$ cat src/rtl/jtag_tap_ctrl.sv
// TAP controller: oversamples TCK/TMS/TDI in the ICLK domain, runs the 16-state
// 1149.1 FSM and issues one-ICLK scan-chain strobes plus the TDO mux.
module jtag_tap_ctrl #(
   parameter int SYNC_STAGES = 2
) (
   input  logic       ICLK,
   input  logic       RST,
   input  logic       tck,
   input  logic       tms,
   input  logic       tdi,
   input  logic       ir_tdo,
   input  logic       dr_tdo,
   output logic       s_data,
   output logic       shift_ir,
   output logic       clk_ir,
   output logic       update_ir,
   output logic       shift_dr,
   output logic       clk_dr,
   output logic       update_dr,
   output logic       tdo,
   output logic       tdo_en,
   output logic       tlr,
   output logic [3:0] tap_state
);

   // state | meaning
   // TLR   | test-logic-reset
   // RTI   | run-test/idle
   // SELx  | select DR/IR scan
   // CAPx  | capture (parallel load on next rise)
   // SHx   | shift
   // EX1x  | exit1
   // PAx   | pause
   // EX2x  | exit2
   // UPx   | update (strobe on TCK fall)
   typedef enum logic [3:0] {
      TLR   = 4'd0,  RTI   = 4'd1,  SELDR = 4'd2,  CAPDR = 4'd3,
      SHDR  = 4'd4,  EX1DR = 4'd5,  PADR  = 4'd6,  EX2DR = 4'd7,
      UPDR  = 4'd8,  SELIR = 4'd9,  CAPIR = 4'd10, SHIR  = 4'd11,
      EX1IR = 4'd12, PAIR  = 4'd13, EX2IR = 4'd14, UPIR  = 4'd15
   } state_t;

   state_t state, state_nxt;

   logic [SYNC_STAGES-1:0] tck_sync, tms_sync, tdi_sync;
   logic tck_prev;
   logic rise, fall, tms_s, tdi_s;

   logic s_data_d, shift_ir_d, clk_ir_d, update_ir_d;
   logic shift_dr_d, clk_dr_d, update_dr_d, tdo_d, tdo_en_d;

   always_ff @(posedge ICLK or posedge RST) begin
      if (RST) begin
         tck_sync <= '0;
         tms_sync <= '0;
         tdi_sync <= '0;
         tck_prev <= 1'b0;
      end else begin
         tck_sync <= {tck_sync[SYNC_STAGES-2:0], tck};
         tms_sync <= {tms_sync[SYNC_STAGES-2:0], tms};
         tdi_sync <= {tdi_sync[SYNC_STAGES-2:0], tdi};
         tck_prev <= tck_sync[SYNC_STAGES-1];
      end
   end

   assign rise  = tck_sync[SYNC_STAGES-1] & ~tck_prev;
   assign fall  = ~tck_sync[SYNC_STAGES-1] & tck_prev;
   assign tms_s = tms_sync[SYNC_STAGES-1];
   assign tdi_s = tdi_sync[SYNC_STAGES-1];

   always_ff @(posedge ICLK or posedge RST) begin
      if (RST) begin
         state     <= TLR;
         s_data    <= 1'b0;
         shift_ir  <= 1'b0;
         clk_ir    <= 1'b0;
         update_ir <= 1'b0;
         shift_dr  <= 1'b0;
         clk_dr    <= 1'b0;
         update_dr <= 1'b0;
         tdo       <= 1'b0;
         tdo_en    <= 1'b0;
      end else begin
         state     <= state_nxt;
         s_data    <= s_data_d;
         shift_ir  <= shift_ir_d;
         clk_ir    <= clk_ir_d;
         update_ir <= update_ir_d;
         shift_dr  <= shift_dr_d;
         clk_dr    <= clk_dr_d;
         update_dr <= update_dr_d;
         tdo       <= tdo_d;
         tdo_en    <= tdo_en_d;
      end
   end

   always_comb begin
      state_nxt = state;
      if (rise) begin
         unique case (state)
            TLR:   state_nxt = tms_s ? TLR   : RTI;
            RTI:   state_nxt = tms_s ? SELDR : RTI;
            SELDR: state_nxt = tms_s ? SELIR : CAPDR;
            CAPDR: state_nxt = tms_s ? EX1DR : SHDR;
            SHDR:  state_nxt = tms_s ? EX1DR : SHDR;
            EX1DR: state_nxt = tms_s ? UPDR  : PADR;
            PADR:  state_nxt = tms_s ? EX2DR : PADR;
            EX2DR: state_nxt = tms_s ? UPDR  : SHDR;
            UPDR:  state_nxt = tms_s ? SELDR : RTI;
            SELIR: state_nxt = tms_s ? TLR   : CAPIR;
            CAPIR: state_nxt = tms_s ? EX1IR : SHIR;
            SHIR:  state_nxt = tms_s ? EX1IR : SHIR;
            EX1IR: state_nxt = tms_s ? UPIR  : PAIR;
            PAIR:  state_nxt = tms_s ? EX2IR : PAIR;
            EX2IR: state_nxt = tms_s ? UPIR  : SHIR;
            UPIR:  state_nxt = tms_s ? SELDR : RTI;
            default: state_nxt = TLR;
         endcase
      end
   end

   // Rise and fall are mutually exclusive, so clk_* and update_* never coincide.
   always_comb begin
      s_data_d    = s_data;
      shift_ir_d  = shift_ir;
      shift_dr_d  = shift_dr;
      tdo_d       = tdo;
      tdo_en_d    = tdo_en;
      clk_ir_d    = rise && (state == CAPIR || state == SHIR);
      clk_dr_d    = rise && (state == CAPDR || state == SHDR);
      update_ir_d = fall && (state == UPIR);
      update_dr_d = fall && (state == UPDR);
      if (rise) begin
         s_data_d   = tdi_s;
         shift_ir_d = (state == SHIR);
         shift_dr_d = (state == SHDR);
      end
      if (fall) begin
         tdo_en_d = (state == SHIR) || (state == SHDR);
         tdo_d    = (state == SHIR) ? ir_tdo :
                    (state == SHDR) ? dr_tdo : 1'b0;
      end
   end

   assign tlr       = (state == TLR);
   assign tap_state = state;

endmodule
$ cat config.mk
export PLATFORM = sky130hd
export DESIGN_NAME = jtag_tap_ctrl
export DESIGN_NICKNAME = d
export VERILOG_FILES = /design/src/rtl/jtag_tap_ctrl.sv
export SDC_FILE = /design/constraint.sdc
export NUM_CORES = 1
export LEC_CHECK = 0
export BUFFER_PORTS_ARGS = -buffer_cell sky130_fd_sc_hd__buf_2
export CAP_MARGIN = 0
export CORE_MARGIN = 1.5
export CORE_UTILIZATION = 30
export DETAILED_ROUTE_END_ITERATION = 16
export GPL_TIMING_DRIVEN = 1
export SYNTH_ARGS = -nofsm -noshare
export SYNTH_HDL_FRONTEND = slang
export SYNTH_SLANG_ARGS = --single-unit
$ cat constraint.sdc
create_clock -name ICLK -period 1.37 [get_ports ICLK]
set_input_delay 0 -clock ICLK [delete_from_list [all_inputs] [get_ports ICLK]]
set_output_delay 0 -clock ICLK [all_outputs]
set_load 0.02 [all_outputs]
==> results.md, run 1 <==
- Final Util: 0.446
- Share of layout cells above drive strength 1: 0.364
- CTS tree: yes
- Avg Cell Area, Syn: 10.0 sq um
- I/O pins: 21
- Critical Path AT: 1.34 ns
- Total number of vias: 813
- Initial cell density of the core: 0.324
- Total core area: 2810 sq um
- Post-synthesis instance area: 910 sq um
- Clock Latency Late Sink: 0.30 ns
- WP buf/inv: 2
- # setup viols final: 0
- Post-synth cell types: 31
- DRC: 0
- Max FO, Critical Path: 6
- Hpwl dp: 1380 microns
- Diodes inserted: 0
- Final nets: 137
- Relative slew margins: 0.785
- GP Congestion: 0.904
- Reg clk slew, reported paths: 0.12 ns
- Area occupied by multi-input gates: 373 sq um
- Number of global-route vias before repair: 717
- Highest Clock Rate: 748 MHz
- TritonCTS Buffers: 3
- Switching Share: 0.394
- Syn Nets: 98
- Sink Count: 20
- CP max stage delay: 0.47 ns
- Largest delay contributor family on the critical path: flip-flops
- Die height: 58.1 microns
- Largest net degree at the start of global routing: 21
- Leakage: 0.603 nW
- Clk root buf: clkbuf_4
- Worst hold slack: 0.243 ns
- Min Tclk post-route: 1.34 ns
- PwrDens: 1800 nW/um^2
- First-pass GRT wire length: 3250 microns
- Max cap viols: 0
- CTS H-tree depth: 1
- Slowest-stage cell, CP: dfrtp_2
- Yosys reg bits: 20
- RSZ-0062 raised after global routing: true
- Initial antenna violation count: 0
- Syn Inst Count: 91
- Critical path startpoint category: flip-flop
- Worst path cell trace: buf_4, nor4_2, buf_2
- Hold/Removal Path Class: in -> async
- Clk buf depth: 2
- Drt initial violations: 28
- Max IR drop VDD: 0.000864 V
- Reg area: 505 sq um
- GRT Resource Usage Total: 0.127
- Placed cell area: 1100 sq um
- Sequential area share after synthesis: 0.550
- Commonest non-fill, non-tap cells in the layout: 20 x buf_2, 16 x nand2_1, 16 x dfrtp_1, 12 x buf_4, 7 x a21oi_1
- Fillers: 268
- Final Skew: 0.00588 ns
- Share of the cycle needed by the critical path after routing: 0.976
- Switching component of the power: 0.889 mW
- Die Wd: 58.1 microns
- Final WL: 1960 microns
- Sequential Power Share: 0.348
- Vias per inst: 5.08
- Pre-Repair DR Iteration Count: 6
- Commonest non-fill, non-tap cell in the layout: buf_2
- Avg WL per Cell: 12.3 microns
- Input/output buffers: 20
- DP Worst Slack: 0.0861 ns
- Comb power frac: 0.501
- Full die area: 3370 sq um
- Total gr overflow: 0
- P_int: 1.37 mW
- Synth warnings: 0
- CP endpoint kind: output pin
- Final Hold Fails: 0
- Critical path class: reg -> out
- Final Worst Setup Slack: 0.0323 ns
- Core Rows: 19
- Final Slew Violations: 0
- Detail Route Antenna Nets: 0
- Worst-margin pin slew: 0.323 ns
- Status: finished, final reports clean
- Clk network pwr share: 0.152
- Fin Setup TNS: 0 ns
- Worst endpoint required time: 1.37 ns
- Area grow syn2layout: 37.6%
- Fin area: 1250 sq um
## path summary, 6_finish.rpt
kind | startpoint | endpoint | slack, ns | depth (start not counted)
setup / recovery | tap_state[2] | tlr | 0.03 | 3
hold / removal | RST | tdi_sync[0] | 0.24 | 4
setup reg to reg | tap_state[3] | tap_state[2] | 0.05 | 5
hold reg to reg | tms_sync[0] | tms_sync[1] | 0.36 | 0
max in group asynchronous | RST | tap_state[3] | 0.90 | 4
min in group ICLK | tdi | tdi_sync[0] | 0.33 | 2
## cells by family after synthesis
family / count (synthesis) / synth area share
AND/OR/NAND/NOR: 37 / 0.199
AO/OA/AOI/OAI: 23 / 0.179
flip-flops: 20 / 0.550
XOR/XNOR: 1 / 0.00963
buffers and inverters: 10 / 0.0619
## metal layers
layer	track usage	share of wire
met5	0	0
met1	0.186	0.48
met4	0.0498	0.0046
met3	0.0290	0.061
met2	0.180	0.46
## per-stage QoR
stage | cells | power [mW]
after floorplan | 91 | 1.48
final | 160 | 2.26
after CTS | 159 | 2.18
after global placement | 147 | 1.77
after detailed placement | 147 | 1.77
after global routing | 160 | 2.40
## worst reg2reg max path: cells and delay by family (launching register included)
family                 cells  cell delay, ns
AOI/OAI and AO/OA          2            0.23
buffers and inverters      2            0.28
DFF                        1            0.47
and+or+nand+nor            1            0.23
## power groups by stage
stage	logic, mW	registers [mW]	clock network (mW)
floorplan	0.562	0.915	0
global placement	0.913	0.853	0
detailed placement	0.911	0.859	0
CTS	1.03	0.794	0.354
global route	1.22	0.802	0.375
finish	1.13	0.784	0.343
## synth_stat cells
library cell  number  area, sq um
dfrtp_1           20          500
nand2_1           16         60.1
a21oi_1            7         35.0
nor2_1             5         18.8
o21ai_1            4         20.0
buf_2              3         15.0
inv_1              3         11.3
nand2b_1           3         18.8
nor2b_1            3         18.8
buf_4              2         15.0
nand3_1            2         10.0
nor3_1             2         10.0
nor4_1             2         12.5
o32a_1             2         20.0
a22oi_1            1         7.51
a31oi_1            1         6.26
and3_1             1         6.26
buf_6              1         11.3
inv_2              1         3.75
nor3b_1            1         7.51
nor4_2             1         12.5
o2111ai_1          1         8.76
o211ai_1           1         7.51
o21ai_0            1         5.00
o221a_1            1         11.3
o221ai_1           1         8.76
o22a_1             1         8.76
o31ai_1            1         7.51
o32ai_2            1         16.3
or2_1              1         6.26
xnor2_1            1         8.76
## state kept, by name, indices dropped and copies added (netlist names)
name	cells
tdo	1
update_dr	1
tck_prev	1
tck_sync	2
shift_ir	1
tap_state	4
update_ir	1
shift_dr	1
s_data	1
tms_sync	2
tdi_sync	2
clk_dr	1
tdo_en	1
clk_ir	1
## layout make-up
| type | instances | area share |
|---|---|---|
| Tap cell | 31 | 0.0310 |
| Sequential cell | 20 | 0.404 |
| Clock buffer | 4 | 0.0290 |
| Inverter | 4 | 0.0120 |
| Multi-Input combinational cell | 61 | 0.298 |
| Timing Repair Buffer | 40 | 0.226 |
## repair_timing
| item | in CTS | in global routing |
|---|---|---|
| resized for setup | 3 | 4 |
| gates cloned | 0 | 0 |
| setup endpoints to repair | 1 | 5 |
| hold endpoints to repair | 24 | 0 |
| hold buffers | 6 | 0 |
| buffers inserted | 2 | 2 |
| pin swaps | 0 | 1 |
(Power assumes the default switching activity.)
==> run 2, diff against run 1 <==
--- a/config.mk
+++ b/config.mk
@@ -5,7 +5,7 @@
 export SDC_FILE = /design/constraint.sdc
 export NUM_CORES = 1
 export LEC_CHECK = 0
-export BUFFER_PORTS_ARGS = -buffer_cell sky130_fd_sc_hd__buf_2
+export BUFFER_PORTS_ARGS = -buffer_cell sky130_fd_sc_hd__buf_4
 export CAP_MARGIN = 0
 export CORE_MARGIN = 1.5
 export CORE_UTILIZATION = 30
==> results.md, run 2 (synthesis results as in run 1) <==
- Area grow syn2layout: 48.3%
- CP dominant cell by count: buf_4
- Hold/Removal Path Class: in -> async
- TritonCTS Buffers: 3 (unchanged)
- Initial cell density of the core: 0.324 (unchanged)
- Share of the cycle needed by the critical path after routing: 0.980 (+0.00382)
- CTS tree: yes
- Worst endpoint required time: 1.37 ns (about the same)
- Total core area: 2810 sq um (unchanged)
- Fin Setup TNS: 0 ns (unchanged)
- Worst-margin pin slew: 0.265 ns (-0.0578 ns)
- # setup viols final: 0 (unchanged)
- Commonest non-fill, non-tap cell in the layout: buf_4
- WP buf/inv: 2 (unchanged)
- Total gr overflow: 0 (unchanged)
- GP Congestion: 0.890 (-1.5%)
- Final Hold Fails: 0 (unchanged)
- Clk root buf: clkbuf_4
- Die height: 58.1 microns (unchanged)
- Largest delay contributor family on the critical path: flip-flops
- Critical path class: reg -> out
- Critical path startpoint category: flip-flop
- Leakage: 0.629 nW (+4.2%)
- Diodes inserted: 0 (unchanged)
- Core Rows: 19 (unchanged)
- Max IR drop VDD: 0.000868 V (+0.48%)
- Status: finished, final reports clean
- Final nets: 142 (+3.6%)
- Clk buf depth: 2 (unchanged)
- Hpwl dp: 1500 microns (+8.6%)
- Final Slew Violations: 0 (unchanged)
- GRT Resource Usage Total: 0.143 (+0.0162)
- Critical Path AT: 1.34 ns (about the same)
- Initial antenna violation count: 0 (unchanged)
- Final Skew: 0.0111 ns (+0.00524 ns)
- Final WL: 2230 microns (+14%)
- Total power: 2.55 mW (+13%)
- Max reg flops: 4 (unchanged)
- Largest net degree at the start of global routing: 21 (unchanged)
- Input/output buffers: 20 (unchanged)
- Max cap viols: 0 (unchanged)
- Vias per inst: 5.15 (+1.3%)
- Pre-Repair DR Iteration Count: 6 (unchanged)
- Worst path cell trace: buf_4, nor4_4, buf_4
- RSZ-0062 raised after global routing: true
- Detail Route Antenna Nets: 0 (unchanged)
- Share of layout cells above drive strength 1: 0.396 (+0.0312)
- CTS H-tree depth: 1 (unchanged)
- Relative slew margins: 0.822 (+0.0372)
- Die Wd: 58.1 microns (unchanged)
- PwrDens: 1890 nW/um^2 (+4.7%)
- Final Util: 0.481 (+0.0348)
- CP max stage delay: 0.46 ns (about the same)
- Clock Latency Late Sink: 0.31 ns (about the same)
- Slowest-stage cell, CP: dfrtp_2
- Avg WL per Cell: 13.5 microns (+10%)
- Full die area: 3370 sq um (unchanged)
- Max FO, Critical Path: 6 (unchanged)
- I/O pins: 21 (unchanged)
- Commonest non-fill, non-tap cells in the layout: 38 x buf_4, 16 x nand2_1, 15 x dfrtp_1, 7 x a21oi_1, 6 x dlygate4sd3_1
- Reg clk slew, reported paths: 0.12 ns (about the same)
- Highest Clock Rate: 745 MHz (-0.39%)
- Total number of vias: 849 (+4.4%)
- Worst hold slack: 0.258 ns (+0.0147 ns)
- DRC: 0 (unchanged)
- CP endpoint kind: output pin
- Sink Count: 20 (unchanged)
- First-pass GRT wire length: 3680 microns (+13%)
- Number of global-route vias before repair: 824 (+15%)
- Min Tclk post-route: 1.34 ns (+0.00524 ns)
- Drt initial violations: 43 (+54%)
==> run 2: cell type report <==
class | count | area [sq um]
Sequential cell | 20 | 507
Timing Repair Buffer | 45 | 357
Inverter | 4 | 15.0
Fill cell | 266 | 1460
Clock buffer | 3 | 22.5
Clock inverter | 1 | 30.0
Tap cell | 31 | 38.8
Multi-Input combinational cell | 61 | 379
==> run 2: routing by layer <==
metal,GRT usage,vias to the layer above,wire length (microns)
met2,0.239,31,1100
met4,0.0299,0,11
met5,0,-,0
met1,0.181,411,993
li1,-,404,-
met3,0.0469,3,126
==> run 2: timing repair <==
item / in CTS / in global routing
hold buffers: 6 / 0
pin swaps: 0 / 0
gates cloned: 0 / 0
gates resized for setup: 4 / 5
hold endpoints to repair: 24 / 0
endpoints found under the setup margin: 1 / 5
setup buffers: 3 / 3
==> run 2: metrics by stage <==
step                      setup WS (ns)  instances  cell area, sq um
after floorplan                  0.0801         91               916
after global placement           0.0745        149              1160
after detailed placement         0.0707        149              1160
after CTS                        0.0104        162              1310
after global routing          -0.000715        165              1350
final                            0.0271        165              1350
==> run 2: final timing paths <==
kind,startpoint,endpoint,slack [ns],depth (start not counted)
hold reg to reg,tck_sync[0],tck_sync[1],0.36,0
setup reg to reg,tap_state[0],tap_state[0],0.07,3
setup / recovery,tap_state[2],tlr,0.03,3
hold / removal,RST,tap_state[0],0.26,4
max in group asynchronous,RST,tap_state[1],0.88,4
min in group ICLK,tms,tms_sync[0],0.34,2
==> run 2: worst register-to-register path, cell delays in order, from the launching register on <==
cell     delay (ns)
dfrtp_2        0.42
buf_4          0.18
o32a_1         0.35
o221a_1        0.24
==> run 2: where the power goes <==
part           switching [mW]  total, mW  internal, mW
Combinational           0.669       1.27         0.596
Sequential             0.0873      0.789         0.702
Clock                   0.196      0.492         0.296
==> run 3, diff against run 2 <==
--- a/config.mk
+++ b/config.mk
@@ -8,9 +8,11 @@
 export BUFFER_PORTS_ARGS = -buffer_cell sky130_fd_sc_hd__buf_4
 export CAP_MARGIN = 0
 export CORE_MARGIN = 1.5
-export CORE_UTILIZATION = 30
+export CORE_UTILIZATION = 50
 export DETAILED_ROUTE_END_ITERATION = 16
+export GPL_ROUTABILITY_DRIVEN = 0
 export GPL_TIMING_DRIVEN = 1
+export PLACE_DENSITY = 0.77
 export SYNTH_ARGS = -nofsm -noshare
 export SYNTH_HDL_FRONTEND = slang
 export SYNTH_SLANG_ARGS = --single-unit
==> results.md, run 3 (synthesis results as in run 1) <==
- Status: finished, final reports clean
- DRC: 0 (unchanged)
- Core Rows: 15 (-4)
- Share of layout cells above drive strength 1: 0.364 (-0.0312)
- Critical Path AT: 1.31 ns (-0.03 ns)
- Avg WL per Cell: 13.7 microns (+1.0%)
- Hold/Removal Path Class: in -> async
- Relative slew margins: 0.778 (-0.0444)
- TritonCTS Buffers: 3 (unchanged)
- RSZ-0062 raised after global routing: false
- Initial antenna violation count: 0 (unchanged)
- Max IR drop VDD: 0.00105 V (+21%)
- Min Tclk post-route: 1.31 ns (-0.0303 ns)
- Final nets: 137 (-3.5%)
- Number of global-route vias before repair: 759 (-7.9%)
- CTS tree: yes
- Worst endpoint required time: 1.37 ns (about the same)
- Fillers: 115 (-57%)
- Commonest non-fill, non-tap cell in the layout: buf_4
- Critical path class: reg -> out
- Total power: 2.38 mW (-6.7%)
- Vias per inst: 5.38 (+4.6%)
- CTS H-tree depth: 1 (unchanged)
- Area grow syn2layout: 41.0%
- Final Util: 0.751 (+0.270)
- Max cap viols: 0 (unchanged)
- Clock Latency Late Sink: 0.31 ns (about the same)
- Clk buf depth: 2 (unchanged)
- Placed Cells incl. Taps: 139 (-6.7%)
- PwrDens: 1850 nW/um^2 (-1.8%)
- Initial cell density of the core: 0.533 (+0.208)
- CP endpoint kind: output pin
- Reg clk slew, reported paths: 0.12 ns (about the same)
- First-pass GRT wire length: 3370 microns (-8.4%)
- Input/output buffers: 20 (unchanged)
- Final Skew: 0.00983 ns (-0.00129 ns)
- Die height: 45.7 microns (-21%)
- # setup viols final: 0 (unchanged)
- Total core area: 1710 sq um (-39%)
- Clk root buf: clkbuf_4
- Worst hold slack: 0.261 ns (+0.00295 ns)
- GRT Resource Usage Total: 0.229 (+0.0864)
- Full die area: 2080 sq um (-38%)
- Pre-Repair DR Iteration Count: 4 (-2)
- I/O pins: 21 (unchanged)
- Finished Layout Cells: 154 (-6.7%)
- Total gr overflow: 0 (unchanged)
- Sink Count: 20 (unchanged)
- Detail Route Antenna Nets: 0 (unchanged)
- Final Slew Violations: 0 (unchanged)
- Max reg flops: 4 (unchanged)
- Worst-margin pin slew: 0.331 ns (+0.0659 ns)
- Drt initial violations: 22 (-49%)
- Die Wd: 45.7 microns (-21%)
- Commonest non-fill, non-tap cells in the layout: 32 x buf_4, 17 x dfrtp_1, 16 x nand2_1, 7 x a21oi_1, 6 x dlygate4sd3_1
- Share of the cycle needed by the critical path after routing: 0.958 (-0.0221)
- Fin Setup TNS: 0 ns (unchanged)
- Max FO, Critical Path: 9 (+3)
- Final WL: 2110 microns (-5.7%)
- Leakage: 0.600 nW (-4.5%)
- Total number of vias: 829 (-2.4%)
- Largest net degree at the start of global routing: 21 (unchanged)
- Highest Clock Rate: 762 MHz (+2.3%)
- Diodes inserted: 0 (unchanged)
- Hpwl dp: 1320 microns (-12%)
- Final Hold Fails: 0 (unchanged)
- Critical path startpoint category: flip-flop
==> run 3: changes by cell type in the layout (fill, tap and decap cells not counted) <==
| cell | delta |
|---|---|
| buf_4 | -6 |
| dfrtp_1 | +2 |
| dfrtp_2 | -2 |
| buf_6 | +1 |
| bufinv_16 | -1 |
| clkbuf_8 | +1 |
| nor2_1 | -1 |
| nor2_2 | +1 |
| nor4_2 | +1 |
| nor4_4 | -1 |
==> run 3: power breakdown <==
part           internal [mW]  switching (mW)  total [mW]  leakage [nW]
clock                  0.163           0.190       0.353        0.0210
combinational          0.583           0.659        1.24         0.327
sequential             0.699          0.0835       0.783         0.252
==> run 3: final cells by class <==
type	instances	area [sq um]	area share
clock buffer	4	36.3	0.0283
inverter	4	15.0	0.0117
multi-input combinational	61	373	0.291
sequential	20	504	0.393
tap	25	31.3	0.0244
timing repair buffer	40	323	0.252
==> run 3: path summary, 6_finish.rpt <==
kind,end,from,depth (start not counted),slack (ns)
setup / recovery,tlr,tap_state[1],3,0.06
hold / removal,clk_ir,RST,4,0.26
setup reg to reg,tap_state[0],tap_state[0],3,0.07
hold reg to reg,tck_sync[1],tck_sync[0],0,0.36
max in group asynchronous,tap_state[0],RST,4,0.89
min in group ICLK,tms_sync[0],tms,2,0.32
==> run 3: repair_timing <==
item,CTS,global route
hold endpoints to repair,24,0
hold buffers,6,0
gates resized for setup,2,6
pin swaps,0,0
setup endpoints to repair,1,4
buffers inserted,4,1
==> run 3: layer usage <==
layer  vias up  GRT usage  part of all wire
li1        395          -                 -
met1       395      0.291              0.41
met2        36      0.392              0.52
met3         3     0.0238             0.053
met4         0      0.100             0.012
met5         -          0                 0
==> run 3: worst max-delay path: stages, from the launching register on <==
cell and delay [ns]:
dfrtp_2 0.43, buf_6 0.14, nor4_4 0.25, buf_4 0.17
==> run 3: through the flow <==
step	setup WS, ns	instance area, sq um
global route	0.00873	1280
floorplan	0.0801	916
global placement	0.138	1120
CTS	0.00428	1250
finish	0.0574	1280
detailed placement	0.105	1120
